## config.mk

```make
export PLATFORM = sky130hd
export DESIGN_NAME = sample_ser_tx_flat
export DESIGN_NICKNAME = d
export VERILOG_FILES = /design/src/rtl/sample_ser_pkg.sv /design/src/rtl/sample_ser_tx_if.sv /design/src/rtl/sample_ser_baud.sv /design/src/rtl/sample_ser_tx.sv /design/src/flat_wrapper.sv
export SDC_FILE = /design/constraint.sdc
export NUM_CORES = 1
export LEC_CHECK = 0
export BUFFER_PORTS_ARGS = -buffer_cell sky130_fd_sc_hd__clkbuf_2
export CAP_MARGIN = 10
export CORE_MARGIN = 5
export CORE_UTILIZATION = 52
export DETAILED_ROUTE_END_ITERATION = 16
export PLACE_DENSITY = 0.74
export SYNTH_ARGS = -nofsm -noshare
export SYNTH_HDL_FRONTEND = slang
export SYNTH_HIERARCHICAL = 1
export SYNTH_SLANG_ARGS = --single-unit
```

## constraint.sdc

```tcl
create_clock -name clk -period 1.9 [get_ports clk]
set_input_delay 0.19 -clock clk [delete_from_list [all_inputs] [get_ports clk]]
set_output_delay 0.19 -clock clk [all_outputs]
set_load 0.05 [all_outputs]
```

## src/rtl/sample_ser_pkg.sv

```systemverilog
// Shared types, line levels and frame-length helper for the sample serial transmitter.
package sample_ser_pkg;

    typedef enum logic [2:0] {IDLE, START, DATA, PARITY, STOP} ser_state_t;

    localparam logic IDLE_LEVEL  = 1'b1;
    localparam logic START_LEVEL = 1'b0;
    localparam logic STOP_LEVEL  = 1'b1;

    // Cycles from the first start-bit cycle through the last stop-bit cycle.
    function automatic int unsigned frame_cycles(input int unsigned width,
                                                 input int unsigned div,
                                                 input int unsigned parity_en);
        return (width + 2 + parity_en) * div;
    endfunction

endpackage

```

## src/rtl/sample_ser_tx_if.sv

```systemverilog
// Parallel word handshake into the serial transmitter.
interface sample_ser_tx_if #(parameter int unsigned WIDTH = 4);

    logic [WIDTH-1:0] pi_data;
    logic             pi_valid;
    logic             pi_ready;

    modport master (output pi_data, output pi_valid, input pi_ready);
    modport slave  (input pi_data, input pi_valid, output pi_ready);

endinterface

```

## src/rtl/sample_ser_baud.sv

```systemverilog
// Bit-period divider: tick pulses on the last cycle of every DIV-cycle bit period.
module sample_ser_baud #(
    parameter int unsigned DIV = 2
) (
    input  logic clk,
    input  logic rst_n,
    input  logic clear,
    output logic tick
);

    localparam int unsigned    CW   = (DIV > 1) ? $clog2(DIV) : 1;
    localparam logic [CW-1:0]  LAST = CW'(DIV - 1);

    logic [CW-1:0] cnt_q;

    assign tick = (cnt_q == LAST);

    always_ff @(posedge clk or negedge rst_n) begin
        if (!rst_n) begin
            cnt_q <= '0;
        end else if (clear || tick) begin
            cnt_q <= '0;
        end else begin
            cnt_q <= cnt_q + CW'(1);
        end
    end

endmodule

```

## src/rtl/sample_ser_tx.sv

```systemverilog
// Parallel-to-serial frame transmitter: start, WIDTH data bits LSB-first,
// optional even parity, stop. Line and its complement are registered.
module sample_ser_tx
    import sample_ser_pkg::*;
#(
    parameter int unsigned WIDTH     = 4,
    parameter int unsigned DIV       = 2,
    parameter int unsigned PARITY_EN = 1
) (
    input  logic               clk,
    input  logic               rst_n,
    sample_ser_tx_if.slave     pi,
    output logic               so_data,
    output logic               so_data_n,
    output logic               busy
);

    localparam int unsigned   BW       = (WIDTH > 1) ? $clog2(WIDTH) : 1;
    localparam logic [BW-1:0] BIT_LAST = BW'(WIDTH - 1);

    ser_state_t       state_q, state_d;
    logic [WIDTH-1:0] shift_q, shift_d;
    logic [BW-1:0]    bit_q, bit_d;
    logic             par_q, par_d;
    logic             line_d;
    logic             tick;
    logic             baud_clear;

    // Divider holds at zero while idle and restarts on every state change.
    assign baud_clear = (state_q == IDLE) || (state_d != state_q);

    sample_ser_baud #(.DIV(DIV)) u_baud (
        .clk   (clk),
        .rst_n (rst_n),
        .clear (baud_clear),
        .tick  (tick)
    );

    assign pi.pi_ready = (state_q == IDLE);
    assign busy        = (state_q != IDLE);

    always_ff @(posedge clk or negedge rst_n) begin
        if (!rst_n) begin
            state_q   <= IDLE;
            shift_q   <= '0;
            bit_q     <= '0;
            par_q     <= 1'b0;
            so_data   <= IDLE_LEVEL;
            so_data_n <= ~IDLE_LEVEL;
        end else begin
            state_q   <= state_d;
            shift_q   <= shift_d;
            bit_q     <= bit_d;
            par_q     <= par_d;
            so_data   <= line_d;
            so_data_n <= ~line_d;
        end
    end

    always_comb begin
        state_d = state_q;
        shift_d = shift_q;
        bit_d   = bit_q;
        par_d   = par_q;
        line_d  = IDLE_LEVEL;

        unique case (state_q)
            IDLE: begin
                if (pi.pi_valid) begin
                    state_d = START;
                    shift_d = pi.pi_data;
                    par_d   = ^pi.pi_data;
                end
            end
            START: begin
                if (tick) state_d = DATA;
            end
            DATA: begin
                if (tick) begin
                    shift_d = shift_q >> 1;
                    if (bit_q == BIT_LAST) begin
                        state_d = (PARITY_EN != 0) ? PARITY : STOP;
                    end else begin
                        bit_d = bit_q + BW'(1);
                    end
                end
            end
            PARITY: begin
                if (tick) state_d = STOP;
            end
            STOP: begin
                if (tick) state_d = IDLE;
            end
            default: state_d = IDLE;
        endcase

        if (state_d != state_q) bit_d = '0;

        // Line is registered from the next state so it changes exactly on bit boundaries.
        unique case (state_d)
            START:   line_d = START_LEVEL;
            DATA:    line_d = shift_d[0];
            PARITY:  line_d = par_d;
            STOP:    line_d = STOP_LEVEL;
            default: line_d = IDLE_LEVEL;
        endcase
    end

endmodule

```

## src/flat_wrapper.sv

```systemverilog
// flat-port wrapper written by rule: the top's interface ports become plain ports
module sample_ser_tx_flat import sample_ser_pkg::*;
#(
    parameter int unsigned WIDTH     = 4,
    parameter int unsigned DIV       = 2,
    parameter int unsigned PARITY_EN = 1
)
  (clk, rst_n, so_data, so_data_n, busy, pi_pi_data, pi_pi_valid, pi_pi_ready);
  sample_ser_tx_if #(.WIDTH(WIDTH)) pi_i ();
  input  logic clk;
  input  logic rst_n;
  output logic so_data;
  output logic so_data_n;
  output logic busy;
  input wire logic [$bits(pi_i.pi_data)-1:0] pi_pi_data;
  input wire logic [$bits(pi_i.pi_valid)-1:0] pi_pi_valid;
  output wire logic [$bits(pi_i.pi_ready)-1:0] pi_pi_ready;
  assign pi_i.pi_data = pi_pi_data;
  assign pi_i.pi_valid = pi_pi_valid;
  assign pi_pi_ready = pi_i.pi_ready;
  sample_ser_tx #(.WIDTH(WIDTH), .DIV(DIV), .PARITY_EN(PARITY_EN)) u_core (.clk(clk), .rst_n(rst_n), .pi(pi_i), .so_data(so_data), .so_data_n(so_data_n), .busy(busy));
endmodule
```

== Word level (Yosys, flattened, before mapping) ==
Cells that the tools add are included.

* Add/sub/neg operators: 2
* Eq/ne operators: 12
* Muxes and demuxes: 18
* Bitwise operators: 1
* Reduce and logical (&&, ||, !) cells: 10

{| class="wikitable"
|+ Operator list
! operator !! count
|-
| $mux W3 || 6
|-
| $pmux W3 S5 || 1
|-
| $eq A3 B2 Y1 const B || 4
|-
| $mux W2 || 4
|-
| $mux W4 || 2
|-
| $pmux W4 S2 || 1
|-
| $eq A3 B1 Y1 const B || 2
|-
| $reduce_and A3 Y1 || 2
|-
| $reduce_bool A2 Y1 || 3
|-
| $ne A2 B2 Y1 const B || 2
|-
| $reduce_xor A4 Y1 || 1
|-
| $eq A3 B3 Y1 const B || 1
|-
| $logic_not A3 Y1 || 1
|-
| $mux W1 || 3
|-
| $ne A3 B3 Y1 || 1
|-
| $pmux W1 S3 || 1
|-
| $reduce_bool A3 Y1 || 1
|-
| $add A2 B1 Y2 const B || 1
|-
| $eq A2 B2 Y1 const B || 1
|-
| $logic_or A1 B1 Y1 || 2
|-
| $ne A2 B1 Y1 const B || 1
|-
| $add A1 B1 Y1 const B || 1
|-
| $not A1 Y1 || 1
|}

* Register bits: 13
* Bits of input ports: 7
* Output and inout port bits: 4
* Word-level logic and storage cells: 51

== Logic depth before layout (Yosys ltp) ==
Gate-level depths: netlist of the first run.

* Depth after elaboration: 8
* Gate-level depth with buffers: 6
* Depth with buffers taken out: 6

== Cells and area by module ==
The synthesis of the first run kept the hierarchy.

{| class="wikitable"
|+ Modules (own cells, without submodules)
! module !! instances !! cells an instance !! area each (um2) !! sequential area each (um2)
|-
| sample_ser_tx || 1 || 63 || 650.6 || 301.5
|-
| sample_ser_baud || 1 || 2 || 28.8 || 25.0
|}

== Worst setup path after synthesis of the first run ==
OpenSTA, ideal clock, no wires.

* Path type: reg2reg
* Start point: reg u_core.state_q[1]
* End point: reg u_core.u_baud.cnt_q, in the netlist u_core/u_baud/tick
* Library setup time: 0.072 ns
* Arrival: 1.799 ns
* Required time: 1.828 ns
* Slack: 0.029 ns
* Cell stages (with the launch flop): 7
* Path buffers: 1
* Cell sequence: dfrtp_1 -> buf_2 -> nor2_1 -> nand2_1 -> inv_1 -> or2_2 -> nor2_1

* Elaborated cells on any way between the ends: 16
* Classes of those cells: eq/ne: 5; mux: 8; reduce/logical: 3

{| class="wikitable"
|+ RTL lines
! element !! line !! RTL
|-
| start: declaration || sample_ser_tx.sv:21 || <nowiki>ser_state_t state_q, state_d;</nowiki>
|-
| start signal: assignment || sample_ser_tx.sv:51 || <nowiki>state_q <= state_d;</nowiki>
|-
| $logic_not A3 Y1 (*) || - ||
|-
| named net pi_pi_ready || flat_wrapper.sv:17 || <nowiki>output wire logic [$bits(pi_i.pi_ready)-1:0] pi_pi_ready;</nowiki>
|-
| $pmux W3 S5 || sample_ser_tx.sv:67 || <nowiki>unique case (state_q)</nowiki>
|-
| $ne A3 B3 Y1 || sample_ser_tx.sv:30 || <nowiki>assign baud_clear = (state_q == IDLE) || (state_d != state_q);</nowiki>
|-
| $logic_or A1 B1 Y1 (*) || sample_ser_tx.sv:30 ||
|-
| named net u_core.baud_clear || sample_ser_tx.sv:27 || <nowiki>logic baud_clear;</nowiki>
|-
| $logic_or A1 B1 Y1 (*) || sample_ser_baud.sv:21 || <nowiki>end else if (clear || tick) begin</nowiki>
|-
| $mux W1 (*) || sample_ser_baud.sv:21 ||
|-
| end signal: assignment || sample_ser_baud.sv:24 || <nowiki>cnt_q <= cnt_q + CW'(1);</nowiki>
|-
| end: declaration || sample_ser_baud.sv:14 || <nowiki>logic [CW-1:0] cnt_q;</nowiki>
|}

The timed path passes the listed nets; every way through them passes the cells marked *.
A chain may end at the register's enable or synchronous reset.

== Worst setup path after layout of the first run ==
* Start point: reg u_core.state_q[1]
* End point: reg u_core.so_data

* Elaborated cells on any way between the ends: 18
* Classes of those cells: eq/ne: 7; mux: 10; reduce/logical: 1

{| class="wikitable"
|+ RTL lines
! element !! line !! RTL
|-
| $eq A3 B2 Y1 or $logic_not A3 Y1 (tied branches) || sample_ser_tx.sv:67 ||
|-
| $pmux W4 S2 (*) || sample_ser_tx.sv:67 ||
|-
| named net u_core.shift_d[0] || sample_ser_tx.sv:22 || <nowiki>logic [WIDTH-1:0] shift_q, shift_d;</nowiki>
|-
| $pmux W1 S3 (*) || sample_ser_tx.sv:100 || <nowiki>unique case (state_d)</nowiki>
|-
| named net u_core.line_d || sample_ser_tx.sv:25 || <nowiki>logic line_d;</nowiki>
|-
| end signal: assignment || sample_ser_tx.sv:55 || <nowiki>so_data <= line_d;</nowiki>
|-
| end: declaration || sample_ser_tx.sv:13 || <nowiki>output logic so_data,</nowiki>
|}

Marked as above.

==> summary.txt, run 1 <==
Placed design
  – GP Congestion: 0.7159
  – DP Worst Slack: 223.3 ps
  – IO buf count: 10
  – DPL Wire Length: 841.4 um

Timing
  – Max Fclk: 584.5 MHz
  – Slew @ Worst Pin: 416.1 ps
  – Post-route minimum period: 1711 ps
  – Setup TNS: 0 ps
  – Hold Fails Final Rpt: 0
  – Tcrit/Tclk final: 0.9004
  – Final Setup Violations: 0
  – Worst Slack Setup Final: 189.2 ps
  – Final slew viol count: 0
  – Post-Route Skew: 2.507 ps
  – Max_slew headroom: 0.7214
  – RSZ-0062 raised after global routing: false

Synth
  – Synth area leaders: dfrtp_1 (44%), xnor2_1 (5.2%), dfstp_2 (3.9%)
  – Yosys reg bits: 13
  – Synth unique cells: 32
  – Synth top area share: 0.4420
  – Syn nets: 73
  – Synth Area per Inst: 10.45 sq um
  – Yosys top cell by area: dfrtp_1
  – Mapped cell area: 679.4 sq um
  – Register area share after synthesis: 0.4807
  – Yosys warns: 6
  – Mapped Cells: 65

CTS
  – Root Buffer Master: clkbuf_4
  – H-tree depth: 1
  – Hold buffer count at CTS: 1
  – CTS tree: built
  – Clock Sinks: 13
  – Setup bufs post-CTS: 0
  – Clk Latency, worst-skew pair: 280 ps
  – PostCTS Resize Cnt: 0
  – Longest Clk Path Bufs: 2
  – Cts bufs inserted: 3
  – CTS clk-pin slew, worst paths: 80 ps

Worst setup path
  – Worst EP arrival: 1920 ps
  – CP endpoint kind: flip-flop
  – Crit Path Category: reg2reg
  – Worst Path Max Fanout: 12
  – Required @ worst endpoint: 2110 ps
  – Crit start category: flip-flop

Floorplanning
  – Die height: 46.15 um
  – Rows: 13
  – Starting Density: 0.5355
  – I/O Pins: 11
  – Die ar.: 2129 sq um
  – Core area: 1269 sq um
  – Chip width: 46.15 um

Detailed routing
  – Antenna-violating nets left: 0
  – DR DRC count: 0
  – Initial drt markers: 10
  – First-pass DRT Iterations: 4
  – Final WL: 1.168 mm
  – Via density: 5.315
  – Post-DR wirelength/cell: 12.70 um
  – Via Count: 489

Global route
  – Gr usage total: 0.1323
  – Initial antenna violation count: 0
  – Vias in the first global route: 445
  – First-pass GRT wire length: 1.883 mm
  – Largest net degree at the start of global routing: 14
  – Total grt overflow: 0

Layout
  – Antenna Cells: 0
  – Layout cells sized above 1: 0.2597
  – Final net count: 86
  – Area of the multi-input gates: 314.1 sq um
  – Sequential cell area: 326.6 sq um
  – Layout filler cell count: 111
  – Layout area overhead: 11.97%

Pwr
  – P_leak: 0.3711 nW
  – Maximum vdd ir drop: 0.7154 mV
  – Power per cell area: 1798 nW/um^2

Hold path
  – Hold Path Class: in2reg

Outcome
  – Status: finished, final reports clean

Flow run
  – Max-cap viol count: 0
## layout make-up
| class | count | area share |
|---|---|---|
| Clock buffer | 4 | 0.03454 |
| Inverter | 4 | 0.01974 |
| Multi-Input combinational cell | 45 | 0.4128 |
| Sequential cell | 13 | 0.4293 |
| Tap cell | 15 | 0.02467 |
| Timing Repair Buffer | 11 | 0.07895 |
## state kept, by name, summed over array words and instances (netlist names)
name	cells
u_core/so_data	1
u_core/par_q	1
u_core/state_q	3
u_core/shift_q	4
u_core/u_baud/tick	1
u_core/bit_q	2
u_core/so_data_n	1
## kinds of logic after synthesis
logic type | after synthesis | synth area share
AND/OR/NAND/NOR | 25 | 0.2118
flip-flops | 13 | 0.4807
buffers and inverters | 7 | 0.05708
adder cells (fa/ha/maj) | 1 | 0.01841
multiplexers | 1 | 0.01473
XOR/XNOR | 5 | 0.06445
AO/OA/AOI/OAI | 13 | 0.1529
## Yosys cell counts (all sizes together)
cell type and count:
nand2b 1, o31a 1, nor4b 1, nor4 1
and4bb 1, nand2 7, dfstp 1, o32ai 1
a31oi 1, nor2b 2, nor3 1, a21oi 2
xnor2 4, or2 1, inv 4, a311oi 1
a22oi 2, and2 1, nor2 8, xor2 1
mux2i 1, o31ai 1, dfrtp 12, a2111o 1
a22o 2, nand4 1, ha 1, buf 3
a21o 1
## through the flow
| stage | hold WS, ps | util | area [sq um] | instances | power [W] |
|---|---|---|---|---|---|
| final | 175.9 | 0.5996 | 760.7 | 92 | 0.001368 |
| after global routing | 157.7 | 0.5996 | 760.7 | 92 | 0.001466 |
| after CTS | 161.8 | 0.5996 | 760.7 | 92 | 0.001384 |
| after detailed placement | 97.67 | 0.5710 | 724.4 | 87 | 0.001198 |
| after global placement | 95.48 | 0.5710 | 724.4 | 87 | 0.001187 |
| after floorplan | -105.6 | - | 679.4 | 65 | 0.001095 |
## metal layers
metal / vias up / global-route usage / part of all wire
met5: - / 0 / 0
met4: 0 / 0.1193 / 0.0086
met3: 2 / 0.03516 / 0.046
met2: 8 / 0.2005 / 0.47
met1: 228 / 0.1490 / 0.47
li1: 251 / - / -
## critical path, stage by stage, from the launching register on
cell and delay, ps:
dfrtp_1 530, nor4b_4 480, nor2_2 120, a21o_1 220
o31a_1 290
## cell usage in the layout, fill, tap and decap left out
master	n
a22o_2	2
dlygate4sd3_1	1
and4bb_2	1
xor2_1	1
mux2i_1	1
clkbuf_2	10
xnor2_1	4
dfstp_2	1
nor2_2	1
inv_1	4
a2111o_1	1
nor2b_1	2
dfrtp_1	12
nand4_1	1
a21o_1	1
clkbuf_4	3
nor2_1	7
clkbuf_1	1
o31ai_1	1
and2_1	1
ha_1	1
a21oi_1	2
a31oi_1	1
nand2_1	7
nand2b_1	1
a22oi_1	2
nor4b_4	1
o31a_1	1
nor4_1	1
nor3_1	1
a311oi_1	1
o32ai_1	1
or2_2	1
## path summary, 6_finish.rpt
check | from | to | slack [ps] | depth (start not counted)
hold / removal | pi_pi_data[3] | u_core/shift_q[3] | 180 | 2
min in group asynchronous | rst_n | u_core/state_q[0] | 330 | 2
max in group asynchronous | rst_n | u_core/so_data | 1290 | 2
setup / recovery | u_core/state_q[1] | u_core/so_data | 190 | 4
setup reg to reg | u_core/state_q[1] | u_core/so_data | 190 | 4
hold reg to reg | u_core/shift_q[2] | u_core/shift_q[2] | 470 | 2
## report_power, final
group          internal (W)  switching, W
Clock             0.0000815     0.0000930
Combinational      0.000242      0.000405
Sequential         0.000407      0.000138
Total              0.000731      0.000637
Note: power is estimated with default switching activity, not from simulation.
==> inputs of run 2 (changes only) <==
--- a/config.mk
+++ b/config.mk
@@ -7,10 +7,13 @@
 export LEC_CHECK = 0
 export BUFFER_PORTS_ARGS = -buffer_cell sky130_fd_sc_hd__clkbuf_2
 export CAP_MARGIN = 10
+export CELL_PAD_IN_SITES_DETAIL_PLACEMENT = 0
+export CELL_PAD_IN_SITES_GLOBAL_PLACEMENT = 1
+export CORE_ASPECT_RATIO = 0.8
 export CORE_MARGIN = 5
-export CORE_UTILIZATION = 52
+export CORE_UTILIZATION = 41
 export DETAILED_ROUTE_END_ITERATION = 16
-export PLACE_DENSITY = 0.74
+export PLACE_DENSITY_LB_ADDON = 0.1
 export SYNTH_ARGS = -nofsm -noshare
 export SYNTH_HDL_FRONTEND = slang
 export SYNTH_HIERARCHICAL = 1
==> run 2 against run 1 <==
Compared with the run above:
- first-iteration DRC count down 60%
- clock skew shrank 1.2 ps
- hold slack gained 2.4 ps
- sequential power is essentially flat
- clock power fell by 3%
- utilization decreased by 11 points
- critical endpoint is now u_core/u_baud/tick
- highest routed layer unchanged
==> summary.txt, run 2 (synthesized netlist as in run 1, its figures left out) <==
Outcome
  – Status: finished, final reports clean

Global route
  – Gr usage total: 0.1191
  – Initial antenna violation count: 0
  – First-pass GRT wire length: 2.221 mm
  – Vias in the first global route: 503
  – Total grt overflow: 0
  – Largest net degree at the start of global routing: 14

Detailed routing
  – Initial drt markers: 4
  – DR DRC count: 0
  – Post-DR wirelength/cell: 12.65 um
  – Via density: 4.910
  – Final WL: 1.265 mm
  – Via Count: 491
  – Antenna-violating nets left: 0
  – First-pass DRT Iterations: 4

Worst setup path
  – Required @ worst endpoint: 2110 ps
  – Worst EP arrival: 1850 ps
  – Max incr delay on CP: 530 ps
  – Crit start category: flip-flop
  – CP max-delay cell: dfrtp_1
  – Cells along the critical path: inv_1, nor4_1, a21oi_1, or2_2, nor2_1
  – Crit Path Category: reg2reg
  – Worst path bufs/invs: 1
  – CP endpoint kind: flip-flop
  – Worst Path Max Fanout: 8
  – Top Family by Delay on Critical Path: simple AND/OR/NAND/NOR gates

CTS
  – Cts bufs inserted: 3
  – Longest Clk Path Bufs: 2
  – Clk Latency, worst-skew pair: 270 ps
  – CTS tree: built
  – Root Buffer Master: clkbuf_4
  – CTS clk-pin slew, worst paths: 80 ps
  – Clock Sinks: 13
  – H-tree depth: 1

Timing
  – Worst Slack Setup Final: 259.2 ps
  – RSZ-0062 raised after global routing: false
  – Tcrit/Tclk final: 0.8636
  – Max Fclk: 609.5 MHz
  – Setup TNS: 0 ps
  – Max_slew headroom: 0.7383
  – Hold Fails Final Rpt: 0
  – Hold WS: 178.3 ps
  – Final slew viol count: 0
  – Slew @ Worst Pin: 392.5 ps
  – Post-route minimum period: 1641 ps
  – Post-Route Skew: 1.291 ps
  – Final Setup Violations: 0

Floorplanning
  – I/O Pins: 11
  – Die ar.: 2576 sq um
  – Die height: 46.41 um
  – Rows: 13
  – Core area: 1594 sq um
  – Starting Density: 0.4262
  – Chip width: 55.51 um

Pwr
  – Overall power: 0.001375 W
  – Clock power frac: 0.123
  – Power per cell area: 1769 nW/um^2
  – Seq pwr share: 0.397
  – P_int: 0.0007393 W
  – Maximum vdd ir drop: 0.7933 mV
  – Sw Ratio: 0.4622
  – Combinational power share: 0.480
  – P_leak: 0.3764 nW
  – Sw power: 0.0006354 W

Layout
  – Layout cells sized above 1: 0.2692
  – Final net count: 87
  – Layout filler cell count: 168
  – Largest regs: u_core/shift_q x4, u_core/state_q x3, u_core/bit_q x2
  – Most frequent cells in the layout: dfrtp_1 (12), clkbuf_2 (10), nor2_1 (7), nand2_1 (7)
  – Area of the multi-input gates: 314.1 sq um
  – Sequential cell area: 326.6 sq um
  – Most flop-heavy register: u_core/shift_q
  – Antenna Cells: 0
  – Commonest non-fill, non-tap cell in the layout: dfrtp_1
  – Layout area overhead: 14.36%
  – Max FFs per register: 4

Placed design
  – GP Congestion: 0.7319
  – DP Worst Slack: 272.1 ps
  – DPL Wire Length: 942.9 um
  – IO buf count: 10

Flow run
  – Max-cap viol count: 0

Hold path
  – Hold Path Class: in2reg
==> run 2: cell count changes in the layout (fill, tap and decap cells not counted) <==
cell / change
buf_4: +1
==> run 2: path summary, 6_finish.rpt <==
check	from	end	depth (start not counted)	slack, ps
max	u_core/state_q[2]	u_core/u_baud/tick	5	260
min	pi_pi_data[3]	u_core/shift_q[3]	2	180
max reg2reg	u_core/state_q[2]	u_core/u_baud/tick	5	260
min reg2reg	u_core/shift_q[2]	u_core/shift_q[2]	2	470
max in group asynchronous	rst_n	u_core/so_data	2	1260
min in group asynchronous	rst_n	u_core/par_q	2	350
==> run 2: power by group through the flow <==
| stage | logic [W] | clock network [W] | registers (W) |
|---|---|---|---|
| after floorplan | 0.000543 | 0 | 0.000552 |
| after global placement | 0.000655 | 0 | 0.000554 |
| after detailed placement | 0.000663 | 0 | 0.000553 |
| after CTS | 0.000670 | 0.000181 | 0.000547 |
| after global routing | 0.000729 | 0.000193 | 0.000573 |
| final | 0.000659 | 0.000170 | 0.000546 |
==> run 2: timing repair <==
action,4_1_cts,5_1_grt
gates resized for setup,0,0
hold endpoints to repair,12,0
hold buffers,1,0
setup buffers,0,0
==> run 2: metrics by stage <==
stage | cells | cell area [sq um] | util
4_1_cts | 100 | 777.0 | 0.4874
5_1_grt | 100 | 777.0 | 0.4874
3_5_place_dp | 95 | 740.7 | 0.4647
2_1_floorplan | 65 | 679.4 | -
6_report | 100 | 777.0 | 0.4874
3_3_place_gp | 95 | 740.7 | 0.4647
==> run 2: final cells by class <==
cell class	instances	area share
Tap cell	22	0.03543
Inverter	4	0.01932
Clock buffer	4	0.03382
Multi-Input combinational cell	45	0.4042
Timing Repair Buffer	12	0.08696
Sequential cell	13	0.4203
==> run 2: per-layer routing <==
layer,vias to the layer above,share of wire,global-route usage
li1,252,-,-
met1,228,0.47,0.1404
met2,9,0.46,0.1887
met3,2,0.058,0.06162
met4,0,0.010,0.04369
met5,-,0,0
==> inputs of run 3 (changes only) <==
--- a/config.mk
+++ b/config.mk
@@ -9,9 +9,9 @@
 export CAP_MARGIN = 10
 export CELL_PAD_IN_SITES_DETAIL_PLACEMENT = 0
 export CELL_PAD_IN_SITES_GLOBAL_PLACEMENT = 1
-export CORE_ASPECT_RATIO = 0.8
 export CORE_MARGIN = 5
-export CORE_UTILIZATION = 41
+export CORE_UTILIZATION = 44
+export CTS_BUF_LIST = sky130_fd_sc_hd__clkbuf_8
 export DETAILED_ROUTE_END_ITERATION = 16
 export PLACE_DENSITY_LB_ADDON = 0.1
 export SYNTH_ARGS = -nofsm -noshare
==> run 3 against run 2 <==
Compared with the run above:
- sequential share of layout area decreased by 0.67 points
- highest routed layer unchanged
- final area increased by 1.6%
- die area decreased by 5.7%
- hold slack improved by 39 ps
- maximum frequency increased by 0.33%
- final cell count decreased by 6.0%
- clock skew increased by 1.5 ps
- total power increased by 5.1%
==> summary.txt, run 3 (synthesized netlist as in run 1, its figures left out) <==
Outcome
  – Status: finished, final reports clean

Pwr
  – Sw Ratio: 0.4440
  – Clock power frac: 0.168
  – Maximum vdd ir drop: 0.7910 mV
  – P_int: 0.0008030 W
  – Combinational power share: 0.454
  – P_leak: 0.3869 nW
  – Power per cell area: 1829 nW/um^2
  – Seq pwr share: 0.379
  – Overall power: 0.001444 W
  – Sw power: 0.0006412 W

Detailed routing
  – Via density: 5.170
  – Via Count: 486
  – Post-DR wirelength/cell: 12.98 um
  – Final WL: 1.220 mm
  – First-pass DRT Iterations: 4
  – Antenna-violating nets left: 0
  – Initial drt markers: 13
  – DR DRC count: 0

CTS
  – CTS tree: built
  – Longest Clk Path Bufs: 2
  – Setup bufs post-CTS: 0
  – H-tree depth: 1
  – Cts bufs inserted: 3
  – CTS clk-pin slew, worst paths: 60 ps
  – Root Buffer Master: clkbuf_8
  – Clk Latency, worst-skew pair: 240 ps
  – Clock Sinks: 13

Layout
  – Most frequent cells in the layout: dfrtp_1 (12), clkbuf_2 (10), nor2_1 (7), nand2_1 (7)
  – Largest regs: u_core/shift_q x4, u_core/state_q x3, u_core/bit_q x2
  – Commonest non-fill, non-tap cell in the layout: dfrtp_1
  – Final net count: 87
  – Most flop-heavy register: u_core/shift_q
  – Antenna Cells: 0
  – Layout filler cell count: 132
  – Layout area overhead: 16.21%
  – Layout cells sized above 1: 0.2821
  – Max FFs per register: 4

Worst setup path
  – Required @ worst endpoint: 2070 ps
  – Crit Path Category: reg2reg
  – Worst Path Max Fanout: 12
  – Crit start category: flip-flop
  – CP endpoint kind: flip-flop
  – R2r startpoint: u_core/state_q[1]
  – Critical path origin: u_core/state_q[1]
  – Worst EP arrival: 1800 ps

Global route
  – Gr usage total: 0.1179
  – Largest net degree at the start of global routing: 14
  – Vias in the first global route: 468
  – Initial antenna violation count: 0
  – Total grt overflow: 0
  – First-pass GRT wire length: 2.249 mm

Timing
  – Max_slew headroom: 0.7344
  – Setup TNS: 0 ps
  – Slew @ Worst Pin: 398.5 ps
  – Tcrit/Tclk final: 0.8607
  – Max Fclk: 611.5 MHz
  – RSZ-0062 raised after global routing: false
  – Final Setup Violations: 0
  – Final slew viol count: 0
  – Hold Fails Final Rpt: 0
  – Post-Route Skew: 2.789 ps
  – Post-route minimum period: 1635 ps

Flow run
  – Max-cap viol count: 0

Placed design
  – GP Congestion: 0.7370
  – DPL Wire Length: 872.1 um
  – IO buf count: 10

Floorplanning
  – Starting Density: 0.4563
  – Chip width: 49.30 um
  – Core area: 1489 sq um
  – Die ar.: 2430 sq um
  – Rows: 14
  – Die height: 49.30 um
  – I/O Pins: 11

Hold path
  – Worst Min Path Start: pi_pi_data[3]
  – Hold Path Class: in2reg
run 3: cell count changes in the layout (fill, tap and decap cells not counted):
| cell | before | now |
|---|---|---|
| clkbuf_1 | 1 | 0 |
| clkinv_2 | 0 | 1 |
| clkbuf_8 | 0 | 3 |
| clkbuf_4 | 3 | 0 |
run 3: power groups by stage:
| stage | combinational [W] | clock, W | sequential, W |
|---|---|---|---|
| 2_1_floorplan | 0.000543 | 0 | 0.000552 |
| 3_3_place_gp | 0.000659 | 0 | 0.000551 |
| 3_5_place_dp | 0.000658 | 0 | 0.000551 |
| 4_1_cts | 0.000662 | 0.000253 | 0.000547 |
| 5_1_grt | 0.000729 | 0.000273 | 0.000573 |
| 6_report | 0.000655 | 0.000242 | 0.000547 |
run 3: worst max-delay path: stages, from the launching register on:
cell	delay, ps
dfrtp_1	580
nor4b_4	100
buf_4	170
a22o_2	250
a21o_1	180
o31a_1	280
run 3: per-stage QoR:
| step | instances | util | setup slack (ps) | hold slack, ps | cell area (sq um) |
|---|---|---|---|---|---|
| floorplan | 65 | - | 28.78 | -105.6 | 679.4 |
| detailed placement | 89 | 0.4924 | 270.6 | 108.4 | 733.2 |
| finish | 94 | 0.5303 | 264.7 | 217.5 | 789.5 |
| global route | 94 | 0.5303 | 109.3 | 219.3 | 789.5 |
| global placement | 89 | 0.4924 | 280.3 | 105.8 | 733.2 |
| CTS | 94 | 0.5303 | 264.5 | 213.4 | 789.5 |
run 3: worst paths after layout:
check | endpoint | slack, ps | cells after the start
worst max-delay path | u_core/so_data | 260 | 5
worst min-delay path | u_core/shift_q[3] | 220 | 2
worst max register to register | u_core/so_data | 260 | 5
worst min register to register | u_core/shift_q[2] | 480 | 2
max in group asynchronous | u_core/so_data | 1230 | 2
min in group asynchronous | u_core/state_q[1] | 380 | 2
run 3: final cells by class:
class	count	area, sq um	area share
sequential	13	326.6	0.4136
clock inverter	1	5.005	0.006339
multi-input combinational	45	314.1	0.3978
inverter	4	15.01	0.01902
timing repair buffer	12	67.56	0.08558
tap	16	20.02	0.02536
clock buffer	3	41.29	0.05230
run 3: timing repair:
item / in CTS / in global routing
gates resized for setup: 0 / 0
hold buffers: 1 / 0
hold endpoints to repair: 12 / 0
run 3: routing by layer:
metal | vias up | global-route usage | share of wire
li1 | 254 | - | -
met1 | 219 | 0.1667 | 0.53
met2 | 11 | 0.1609 | 0.42
met3 | 2 | 0.02752 | 0.040
met4 | 0 | 0.06726 | 0.0098
met5 | - | 0 | 0
